[src/rtl/axi_ring_pkg.sv]
// Shared AXI3 constants and the write-path FSM encoding for the multi-channel ring writer.
package axi_ring_pkg;

    localparam logic [1:0] AXI_BURST_INCR = 2'b01;
    localparam logic [2:0] AXI_SIZE_4B    = 3'b010;
    localparam logic [1:0] AXI_RESP_OKAY  = 2'b00;
    localparam logic [3:0] AXI_CACHE_BUF  = 4'b0011;

    typedef enum logic [1:0] {
        ST_IDLE = 2'd0,
        ST_AW   = 2'd1,
        ST_W    = 2'd2,
        ST_B    = 2'd3
    } state_t;

endpackage

[src/rtl/axi_ring_fifo.sv]
// Show-ahead 32-bit FIFO, depth 2**AW, with synchronous flush and occupancy count.
module axi_ring_fifo #(
    parameter int AW = 5
) (
    input  logic          clk,
    input  logic          rst,
    input  logic          flush,
    input  logic          push,
    input  logic          pop,
    input  logic [31:0]   din,
    output logic [31:0]   dout,
    output logic [AW:0]   count,
    output logic          full,
    output logic          empty
);

    localparam int DEPTH = 2 ** AW;

    logic [31:0]   mem [DEPTH];
    logic [AW-1:0] wr_ptr;
    logic [AW-1:0] rd_ptr;
    logic          do_push;
    logic          do_pop;

    assign full    = (count == (AW+1)'(DEPTH));
    assign empty   = (count == '0);
    assign do_push = push & ~full;
    assign do_pop  = pop & ~empty;
    assign dout    = mem[rd_ptr];

    always_ff @(posedge clk) begin
        if (do_push) mem[wr_ptr] <= din;
    end

    always_ff @(posedge clk or posedge rst) begin
        if (rst) begin
            wr_ptr <= '0;
            rd_ptr <= '0;
            count  <= '0;
        end else if (flush) begin
            wr_ptr <= '0;
            rd_ptr <= '0;
            count  <= '0;
        end else begin
            if (do_push) wr_ptr <= wr_ptr + 1'b1;
            if (do_pop)  rd_ptr <= rd_ptr + 1'b1;
            case ({do_push, do_pop})
                2'b10:   count <= count + 1'b1;
                2'b01:   count <= count - 1'b1;
                default: count <= count;
            endcase
        end
    end

endmodule

[src/rtl/axi_ring_wr_mc.sv]
// Multi-channel sample writer: per-channel FIFOs, round-robin burst arbiter, ring-buffer offsets, one AXI3 HP port.
// Optional AXI_RING_TESTPAT_EN adds test_mode inputs that replace channel data with a per-channel counter.
module axi_ring_wr_mc
    import axi_ring_pkg::*;
#(
    parameter int NCH       = 2,
    parameter int BURST_LEN = 16,
    parameter int FIFO_AW   = 5,
    parameter int AXI_ID    = 0
) (
    input  logic              clk,
    input  logic              rst,
    input  logic [NCH*32-1:0] s_data,
    input  logic [NCH-1:0]    s_en,
    input  logic [NCH-1:0]    ch_en,
    input  logic [NCH*32-1:0] base,
    input  logic [NCH*18-1:0] size,
    input  logic [NCH-1:0]    ovf_clr,
`ifdef AXI_RING_TESTPAT_EN
    input  logic [NCH-1:0]    test_mode,
`endif
    output logic [NCH*18-1:0] acnt,
    output logic [NCH*32-1:0] bcnt,
    output logic [NCH-1:0]    ovf,
    output logic [15:0]       berr_cnt,
    output logic [31:0]       awaddr,
    output logic [3:0]        awlen,
    output logic [2:0]        awsize,
    output logic [1:0]        awburst,
    output logic [5:0]        awid,
    output logic [3:0]        awcache,
    output logic [2:0]        awprot,
    output logic [3:0]        awqos,
    output logic [1:0]        awlock,
    output logic              awvalid,
    input  logic              awready,
    output logic [31:0]       wdata,
    output logic [3:0]        wstrb,
    output logic              wlast,
    output logic              wvalid,
    output logic [5:0]        wid,
    input  logic              wready,
    input  logic [1:0]        bresp,
    input  logic              bvalid,
    input  logic [5:0]        bid,
    output logic              bready
);

    localparam int              CW          = (NCH > 1) ? $clog2(NCH) : 1;
    localparam int              BW          = $clog2(BURST_LEN);
    localparam int              CNTW        = FIFO_AW + 1;
    localparam logic [CNTW-1:0] BURST_CNT   = CNTW'(BURST_LEN);
    localparam logic [24:0]     BURST_BYTES = 25'(BURST_LEN * 4);
    localparam logic [BW-1:0]   LAST_BEAT   = BW'(BURST_LEN - 1);

    state_t state, state_nxt;

    logic [CW-1:0]        gnt, rr_ptr, pick, cand;
    logic                 any_req, launch, b_done;
    logic [NCH-1:0]       req, push, pop, full, empty, flush, s_en_eff, owned;
    logic [NCH*32-1:0]    din_all, dout_all;
    logic [NCH*24-1:0]    off_all;
    logic [NCH*CNTW-1:0]  cnt_all;
    logic [31:0]          awaddr_q;
    logic [17:0]          size_q;
    logic [BW-1:0]        beat;
    logic [15:0]          berr_q;
    logic [23:0]          off_sel;
    logic [24:0]          off_next, ring_bytes;
    logic                 wrap;
    logic                 unused_bid;

    assign unused_bid = ^bid;

    // First requester at or after rr_ptr; scanning downward lets the nearest one win.
    always_comb begin
        any_req = 1'b0;
        pick    = rr_ptr;
        cand    = rr_ptr;
        for (int i = NCH - 1; i >= 0; i--) begin
            cand = CW'((int'(rr_ptr) + i) % NCH);
            if (req[cand]) begin
                any_req = 1'b1;
                pick    = cand;
            end
        end
    end

    always_comb begin
        state_nxt = state;
        launch    = 1'b0;
        b_done    = 1'b0;
        case (state)
            ST_IDLE: if (any_req) begin
                state_nxt = ST_AW;
                launch    = 1'b1;
            end
            ST_AW:   if (awready) state_nxt = ST_W;
            ST_W:    if (wready && (beat == LAST_BEAT)) state_nxt = ST_B;
            ST_B:    if (bvalid) begin
                state_nxt = ST_IDLE;
                b_done    = 1'b1;
            end
            default: state_nxt = ST_IDLE;
        endcase
    end

    assign awvalid  = (state == ST_AW);
    assign wvalid   = (state == ST_W);
    assign bready   = (state == ST_B);
    assign wlast    = (state == ST_W) && (beat == LAST_BEAT);
    assign awaddr   = awaddr_q;
    assign awlen    = 4'(BURST_LEN - 1);
    assign awsize   = AXI_SIZE_4B;
    assign awburst  = AXI_BURST_INCR;
    assign awid     = 6'(AXI_ID);
    assign awcache  = AXI_CACHE_BUF;
    assign awprot   = 3'd0;
    assign awqos    = 4'd0;
    assign awlock   = 2'd0;
    assign wdata    = dout_all[gnt*32 +: 32];
    assign wstrb    = 4'hF;
    assign wid      = 6'(AXI_ID);
    assign berr_cnt = berr_q;

    assign off_sel    = off_all[gnt*24 +: 24];
    assign off_next   = {1'b0, off_sel} + BURST_BYTES;
    assign ring_bytes = {1'b0, size_q, 6'd0};
    assign wrap       = (off_next >= ring_bytes);

    always_ff @(posedge clk or posedge rst) begin
        if (rst) begin
            state    <= ST_IDLE;
            gnt      <= '0;
            rr_ptr   <= '0;
            awaddr_q <= '0;
            size_q   <= '0;
            beat     <= '0;
            berr_q   <= '0;
        end else begin
            state <= state_nxt;
            if (launch) begin
                gnt      <= pick;
                rr_ptr   <= (pick == CW'(NCH - 1)) ? '0 : pick + 1'b1;
                awaddr_q <= base[pick*32 +: 32] + {8'd0, off_all[pick*24 +: 24]};
                size_q   <= size[pick*18 +: 18];
                beat     <= '0;
            end else if ((state == ST_W) && wready) begin
                beat <= beat + 1'b1;
            end
            if (b_done && (bresp != AXI_RESP_OKAY) && (berr_q != 16'hFFFF))
                berr_q <= berr_q + 1'b1;
        end
    end

    for (genvar c = 0; c < NCH; c++) begin : g_ch
        logic [23:0] off_r;
        logic [31:0] bcnt_r;
        logic        ovf_r;

`ifdef AXI_RING_TESTPAT_EN
        logic [31:0] tp_cnt;
        always_ff @(posedge clk or posedge rst) begin
            if (rst)                          tp_cnt <= '0;
            else if (push[c] && test_mode[c]) tp_cnt <= tp_cnt + 1'b1;
        end
        assign s_en_eff[c]          = test_mode[c] ? ch_en[c] : s_en[c];
        assign din_all[c*32 +: 32]  = test_mode[c] ? tp_cnt : s_data[c*32 +: 32];
`else
        assign s_en_eff[c]          = s_en[c];
        assign din_all[c*32 +: 32]  = s_data[c*32 +: 32];
`endif

        // A disabled channel stays flushed unless it still owns the in-flight burst.
        assign owned[c] = (state != ST_IDLE) && (gnt == CW'(c));
        assign flush[c] = ~ch_en[c] & ~owned[c];
        assign push[c]  = s_en_eff[c] & ch_en[c] & ~full[c];
        assign pop[c]   = (state == ST_W) && wready && (gnt == CW'(c));
        assign req[c]   = ch_en[c] && (cnt_all[c*CNTW +: CNTW] >= BURST_CNT);

        always_ff @(posedge clk or posedge rst) begin
            if (rst) begin
                off_r  <= '0;
                bcnt_r <= '0;
                ovf_r  <= 1'b0;
            end else begin
                if (flush[c])                        off_r <= '0;
                else if (b_done && (gnt == CW'(c)))  off_r <= wrap ? 24'd0 : off_next[23:0];
                if (b_done && (gnt == CW'(c)) && wrap) bcnt_r <= bcnt_r + 1'b1;
                if (s_en_eff[c] && ch_en[c] && full[c]) ovf_r <= 1'b1;
                else if (ovf_clr[c])                    ovf_r <= 1'b0;
            end
        end

        assign off_all[c*24 +: 24] = off_r;
        assign acnt[c*18 +: 18]    = off_r[23:6];
        assign bcnt[c*32 +: 32]    = bcnt_r;
        assign ovf[c]              = ovf_r;

        axi_ring_fifo #(.AW(FIFO_AW)) u_fifo (
            .clk   (clk),
            .rst   (rst),
            .flush (flush[c]),
            .push  (push[c]),
            .pop   (pop[c]),
            .din   (din_all[c*32 +: 32]),
            .dout  (dout_all[c*32 +: 32]),
            .count (cnt_all[c*CNTW +: CNTW]),
            .full  (full[c]),
            .empty (empty[c])
        );
    end

endmodule

[config.mk]
export PLATFORM = sky130hd
export DESIGN_NAME = axi_ring_wr_mc
export DESIGN_NICKNAME = d
export VERILOG_FILES = /design/src/rtl/axi_ring_pkg.sv /design/src/rtl/axi_ring_fifo.sv /design/src/rtl/axi_ring_wr_mc.sv
export SDC_FILE = /design/constraint.sdc
export NUM_CORES = 2
export LEC_CHECK = 0
export BUFFER_PORTS_ARGS = -buffer_cell sky130_fd_sc_hd__buf_2
export CORE_ASPECT_RATIO = 1.1
export CORE_UTILIZATION = 43
export CTS_CLUSTER_SIZE = 30
export DETAILED_ROUTE_END_ITERATION = 6
export GPL_TIMING_DRIVEN = 0
export HOLD_SLACK_MARGIN = 0.1
export PLACE_DENSITY = 0.58
export SETUP_SLACK_MARGIN = 0.2
export SYNTH_ARGS = -nofsm -noshare
export SYNTH_HDL_FRONTEND = slang
export SYNTH_SLANG_ARGS = --single-unit
[constraint.sdc]
create_clock -name clk -period 16.4 [get_ports clk]
set_input_delay 0.82 -clock clk [delete_from_list [all_inputs] [get_ports clk]]
set_output_delay 0.82 -clock clk [all_outputs]
set_load 0.03 [all_outputs]
Word level (Yosys, flattened, before mapping)
Memory sizes are Yosys's and may differ from the RTL's.
Cells that the tools add are included.

operators by class
  add/subtract/negate cells = 16
  $mul = 3
  magnitude comparators = 5
  equality and inequality tests = 15
  shifts and indexed selects = 5
  multiplexer cells = 45
  bitwise logic cells = 19
  reduce and logical (&&, ||, !) cells = 36

operator list
  operator                                                                count
  64-bit by 7-bit indexed part select with 32-bit output                  2
  24-bit two-way mux                                                      5
  48-bit by 7-bit indexed part select with 24-bit output                  2
  32-bit by 1-bit adder with 32-bit output (second input constant)        2
  5-bit two-way mux                                                       8
  36-bit by 7-bit indexed part select with 18-bit output                  1
  32-bit by 24-bit adder with 32-bit output                               1
  24-bit by 7-bit adder with 25-bit output (second input constant)        1
  25-bit by 24-bit >= comparator with 1-bit output                        1
  6-bit one-hot mux with 2 select lines                                   2
  2-bit nonzero test                                                      11
  1-bit two-way mux                                                       21
  5-bit by 1-bit adder with 5-bit output (second input constant)          4
  1-bit logical AND                                                       19
  16-bit by 1-bit adder with 16-bit output (second input constant)        1
  16-bit != test (second input constant)                                  1
  6-bit by 1-bit adder with 6-bit output (second input constant)          2
  6-bit equality test (second input constant)                             2
  6-bit by 5-bit >= comparator with 1-bit output (second input constant)  2
  6-bit logical NOT                                                       2
  6-bit two-way mux                                                       2
  6-bit by 1-bit subtractor with 6-bit output (second input constant)     2
  1-bit AND                                                               10
  1-bit NOT                                                               9
  other kinds (16)                                                        31

word-level totals
  register bits after elaboration = 220
  bits in writable memories = 2,048
  input port bits = 183
  output and inout bits = 224
  word-level logic and storage cells = 165
  memories = 2

memories
  name                words  width  read ports  clocked after Yosys merged registers in  write ports  RTL line             RTL
  g_ch[0].u_fifo.mem  32     32     1           0                                        1            axi_ring_fifo.sv:19  logic [31:0] mem [DEPTH];
  g_ch[1].u_fifo.mem  32     32     1           0                                        1            axi_ring_fifo.sv:19

Logic depth before layout (Yosys ltp)
  depth in word-level cells = 9
  gate-level depth with buffers = 22
  depth with buffers taken out = 16

Cells and area by module
Synthesis repeated with hierarchy kept, for this count alone.

second synthesis, totals
  cell total of the unflattened synthesis = 5,206
  area, all modules = 92,503.7 sq um

modules (own cells, without submodules)
  module          times used  cells an instance  area an instance (sq um)  sequential area each (sq um)
  axi_ring_fifo   2           1,986              40,264.9                  31,149.9
  axi_ring_wr_mc  1           1,234              11,974.0                  4,704.5

Worst setup path before layout
OpenSTA, ideal clock, no wires.

  path type = reg-to-reg
  start point = register gnt
  end point = register g_ch[0].bcnt_r[1]
  setup time = 125 ps
  data arrival time = 4,701 ps
  data required time = 16,275 ps
  path slack = 11,574 ps
  stages on the path, launching flop included = 22
  buffers on the path = 7
  clock period less this slack = 4,826 ps
  path through = dfrtp_1 -> buf_4 -> buf_4 -> buf_4 -> clkbuf_1 -> clkbuf_1 -> mux2_2 -> ha_1 -> o221ai_2 -> nor3_1 -> nand3_1 -> xor2_1 -> mux2i_1 -> ha_1 -> a21o_1 -> a21oi_1 -> o21ai_0 -> a31o_2 -> buf_6 -> a22oi_1 -> buf_2 -> mux2_2

on the way
  cells in the longest elaborated chain, start to end = 5
  elaborated cells between the ends (all ways) = 7
  classes of those cells = add/sub (1); mul (1); order compare (1); shift (1); bitwise (1); reduce/logical (2)

ends and longest elaborated chain
  what                                                    RTL line               RTL
  start: declaration                                      axi_ring_wr_mc.sv:58   logic [CW-1:0] gnt, rr_ptr, pick, cand;
  start signal: assignment                                axi_ring_wr_mc.sv:143  gnt <= pick;
  1-bit by 2-bit multiplier with 3-bit output             axi_ring_wr_mc.sv:126  assign off_sel = off_all[gnt*24 +: 24];
  48-bit by 7-bit indexed part select with 24-bit output  axi_ring_wr_mc.sv:126
  24-bit by 7-bit adder with 25-bit output                axi_ring_wr_mc.sv:127  assign off_next = {1'b0, off_sel} + BURST_BYTES;
  25-bit by 24-bit >= comparator with 1-bit output        axi_ring_wr_mc.sv:129  assign wrap = (off_next >= ring_bytes);
  1-bit logical AND *                                     axi_ring_wr_mc.sv:189  if (b_done && (gnt == CW'(c)) && wrap) bcnt_r <= bcnt_r + 1'b1;
  end signal: assignment                                  axi_ring_wr_mc.sv:189
  end: declaration                                        axi_ring_wr_mc.sv:158  logic [31:0] bcnt_r;

Every way passes the cells marked *; elsewhere a longest branch is shown, timed or not.
A chain may end at the register's enable or synchronous reset.

Worst setup path in the final report
  start point = register gnt
  end point = register g_ch[1].off_r[10]

on the way
  cells in the longest elaborated chain, start to end = 7
  elaborated cells between the ends (all ways) = 12
  classes of those cells = add/sub (1); mul (1); order compare (1); shift (1); mux (3); bitwise (2); reduce/logical (3)

ends and longest elaborated chain
  what                                                    RTL line               RTL
  1-bit by 2-bit multiplier with 3-bit output             axi_ring_wr_mc.sv:126
  48-bit by 7-bit indexed part select with 24-bit output  axi_ring_wr_mc.sv:126
  24-bit by 7-bit adder with 25-bit output                axi_ring_wr_mc.sv:127
  25-bit by 24-bit >= comparator with 1-bit output        axi_ring_wr_mc.sv:129
  24-bit two-way mux (2 in series)                        axi_ring_wr_mc.sv:188  else if (b_done && (gnt == CW'(c))) off_r <= wrap ? 24'd0 : off_next[23:0];
  24-bit two-way mux                                      axi_ring_wr_mc.sv:187  if (flush[c]) off_r <= '0;
  end signal: assignment                                  axi_ring_wr_mc.sv:188
  end: declaration                                        axi_ring_wr_mc.sv:157  logic [23:0] off_r;

Parallel ways exist; a longest one is shown, timed or not. The select of a mux whose other input is x is not followed.

==> run_results.csv <==
group,metric,value,unit
power,combPwrFrac,18.5,%
timing,slew_violations,0,
power,max-vdd-ir-drop,0.0961,mV
timing,hold_viol,0,
cts,clk_latency,890,ps
synthesis,synth_fa_ha_area_share,1.05,%
die,num_rows,177,
power,p_sw,3.98,mW
drt,routed-via-count,46300,
final_layout,multi_input_area,0.0235,mm2
place,dp_slack,9050,ps
grt,grt_pass1_vias,47600,
power,clock_power_share,35.6,%
synthesis,yosysSeqAreaShare,73.2,%
timing,post-route-min-period,7310,ps
synthesis,synthTopCellsByCount,"edfxtp_1 (2048), mux4_2 (640), dfrtp_1 (220)",
cts,clock_sinks,2268,
cts,cts_buffers,222,
power,power_density,134,mW/mm2
drt,drt-initial-drc-count,4168,
cts,clk_path_buf_depth,3,
synthesis,synth_top_family_by_area,"multiplexers",
cts,cts_tree,"built",
final_layout,drive_gt1_share,30.5,%
drt,dr.pass1.iters,5,
power,power_frac_seq,45.9,%
timing,fin_worst_skew,60.9,ps
die,die_y,486,um
critical_path,critPathCaptureType,"flip-flop",
timing,worst_slew_pin_slew,1320,ps
die,floorplan.initialDensity,43.3,%
critical_path,crit_top_cell,"buf_4",
synthesis,synth_top_area_cell,"edfxtp_1",
timing,post-route-period-util,44.5,%
critical_path,cp.arrival,8080,ps
min_path,hold_path_class,"input pin to asynchronous set/reset pin",
synthesis,synthFlopType,"edfxtp_1",
power,swShare,27.9,%
timing,setup_ws,9090,ps
critical_path,crit_slowest_cell,"clkbuf_1",
timing,finalSetupViolCount,0,
power,power,14.3,mW
outcome,status,"finished clean",
timing,max_slew_margin,12.3,%
die,coreArea,0.211,mm2
synthesis,synth-edff-count,2048,
grt,grt_max_degree,114,
synthesis,ys_types,72,
drt,wl,239,mm
drt,postRouteAntennaNets,0,
critical_path,cp.required,17170,ps
place,io_buffers,362,
drt,avgRoutedWirePerCell,29.3,um
grt,antenna_found_initial,16,
synthesis,yosysTopAreaCellShare,67.2,%
synthesis,synth_compound_area_share,2.20,%
drt,drc_errors,0,
critical_path,critPathLaunchType,"flip-flop",
place,gp_routability_congestion,0.815,
die,dieArea,0.215,mm2
critical_path,cp_cell_sequence,"buf_4, buf_4, buf_4, clkbuf_1, clkbuf_1, mux2_2, ha_1, o221ai_2, nor3_1, nand3_1, xor2_1, mux2i_1, ha_1, a21o_1, a21oi_1, o21ai_0, a31o_2, buf_6, a2111oi_4, buf_2, a22o_1",
timing,fmax,137,MHz
synthesis,yosysMostFrequentCell,"edfxtp_1",
synthesis,yosys_warnings,0,
timing,setup_tns,0,ps
cts,clk_pin_slew_worst_paths,60,ps
final_layout,nets,5441,
final_layout,seqCellArea,0.0670,mm2
die,io-pin-count,407,
synthesis,synth.area.top_cells,"edfxtp_1 (67%), mux4_2 (16%), dfrtp_1 (6.0%)",
synthesis,yosys.area_share.simple,3.04,%
grt,grt_usage,22.3,%
final_layout,fin_area,0.106,mm2
cts,cts_htree_levels,4,
die,die_w,442,um
final_layout,area_growth,15.9,%
synthesis,syn_area,0.0915,mm2
synthesis,syn_inst,4492,
critical_path,critPathMaxFanout,10,
drt,viasPerCell,5.67,
cts,cts_root_buffer,"clkbuf_16",
critical_path,worstSetupPathType,"flip-flop to flip-flop",
timing,rsz0062_at_grt,"no",
power,p_int,10.3,mW
critical_path,critPathMaxStageDelay,940,ps
power,p_leak,34.8,nW
place,dpl_cell_area,0.0988,mm2
place,hpwl,163,mm
run,maxCapViolCount,0,
synthesis,synthArstFlopShare,9.70,%
final_layout,fin_util,50.2,%
synthesis,synthMuxAreaShare,17.3,%
final_layout,n_fill_cell,17100,
synthesis,syn_area_per_cell,20.4,um2
grt,grt_overflow,0,
synthesis,synth_xor_area_share,1.40,%
grt,grt_pass1_wl,343,mm
synthesis,ys_ff_latch,2268,
kinds of logic (layout without fill, tap and decap cells):
kind of cell             Yosys count  after routing
AO/OA/AOI/OAI                    307            307
AND/OR/NAND/NOR                  578            578
multiplexers                     776            776
XOR/XNOR                         146            146
other                              2             52
adder cells (fa/ha/maj)           75             75
flip-flops                      2268           2268
buffers and inverters            340           1191
state kept, by name (all words and copies together) (netlist names):
signal,cells
g_ch.u_fifo.count,12
g_ch.ovf_r,2
beat,4
g_ch.bcnt_r,64
size_q,18
g_ch.u_fifo.wr_ptr,10
gnt,1
g_ch.u_fifo.mem,2048
g_ch.u_fifo.rd_ptr,10
rr_ptr,1
g_ch.off_r,48
awaddr,32
berr_cnt,16
state,2
power groups by stage:
stage               clock network [mW]  registers [mW]  logic (mW)
finish                            5.08            6.54        2.64
global placement                     0            6.66        2.63
detailed placement                   0            6.66        2.69
global route                      5.37            6.56        2.82
CTS                               5.17            6.54        2.70
floorplan                            0            6.72        1.59
placed cells by master, fill, tap and decap left out, drive strengths merged, types with 41 or more instances in the layout:
| cell type | synthesis | routed |
|---|---|---|
| mux4 | 640 | 640 |
| nor2 | 205 | 205 |
| dfrtp | 220 | 220 |
| ha | 71 | 71 |
| mux2 | 55 | 55 |
| a21oi | 97 | 97 |
| xor2 | 86 | 86 |
| mux2i | 81 | 81 |
| xnor2 | 60 | 60 |
| o21ai | 65 | 65 |
| nand3 | 41 | 41 |
| nand2 | 135 | 135 |
| a211oi | 45 | 45 |
| buf | 165 | 595 |
| clkbuf | 123 | 407 |
| edfxtp | 2048 | 2048 |
| clkinv | 0 | 99 |
| nor2b | 48 | 48 |
| inv | 52 | 57 |
worst max-delay path, delay by kind of cell (launching register included):
family | cells | cell delay, ps
buffers and inverters | 7 | 3000
AOI/OAI and AO/OA | 7 | 1700
adders and majority gates | 2 | 530
xor gates and xnor gates | 1 | 170
muxes | 2 | 600
and+or+nand+nor | 2 | 680
DFF | 1 | 520
stage by stage:
stage | instances | hold WS, ps
2_1_floorplan | 4528 | 468
3_3_place_gp | 7664 | 457
3_5_place_dp | 7731 | 457
4_1_cts | 8152 | 112
5_1_grt | 8156 | 170
6_report | 8167 | 132
final timing paths:
path                                          from            endpoint  slack [ps]  cells past startpoint
min in group clk                           s_en[1]       g_ch[1].ovf_r         310                      3
max in group asynchronous                      rst           awaddr[2]       15160                      3
worst min register to register  g_ch[1].bcnt_r[31]  g_ch[1].bcnt_r[31]         470                      1
worst max register to register                 gnt   g_ch[1].off_r[10]        9090                     21
worst min-delay path                           rst        berr_cnt[14]         130                      2
worst max-delay path                           gnt   g_ch[1].off_r[10]        9090                     21
repair_timing:
action | in CTS | in global routing
endpoints found under the hold margin | 2 | 0
buffers inserted | 0 | 0
hold buffers | 2 | 0
resized for setup | 0 | 0
layout make-up:
cell class,count,area share [%]
tap,2774,3.27
clock buffer,284,5.49
multi-input combinational,1920,22.2
inverter,52,0.191
clock inverter,135,1.32
antenna,14,0.0330
buffer,288,1.37
sequential,2268,63.1
timing repair buffer,432,3.05
per-layer routing:
layer / vias up / part of all wire (%) / track usage, %
li1: 19700 / - / -
met1: 24900 / 41 / 29.2
met2: 1272 / 52 / 38.8
met3: 321 / 4.6 / 3.04
met4: 16 / 2.6 / 6.22
met5: - / 0.045 / 0
No activity file was read; power rests on OpenSTA's default activity.
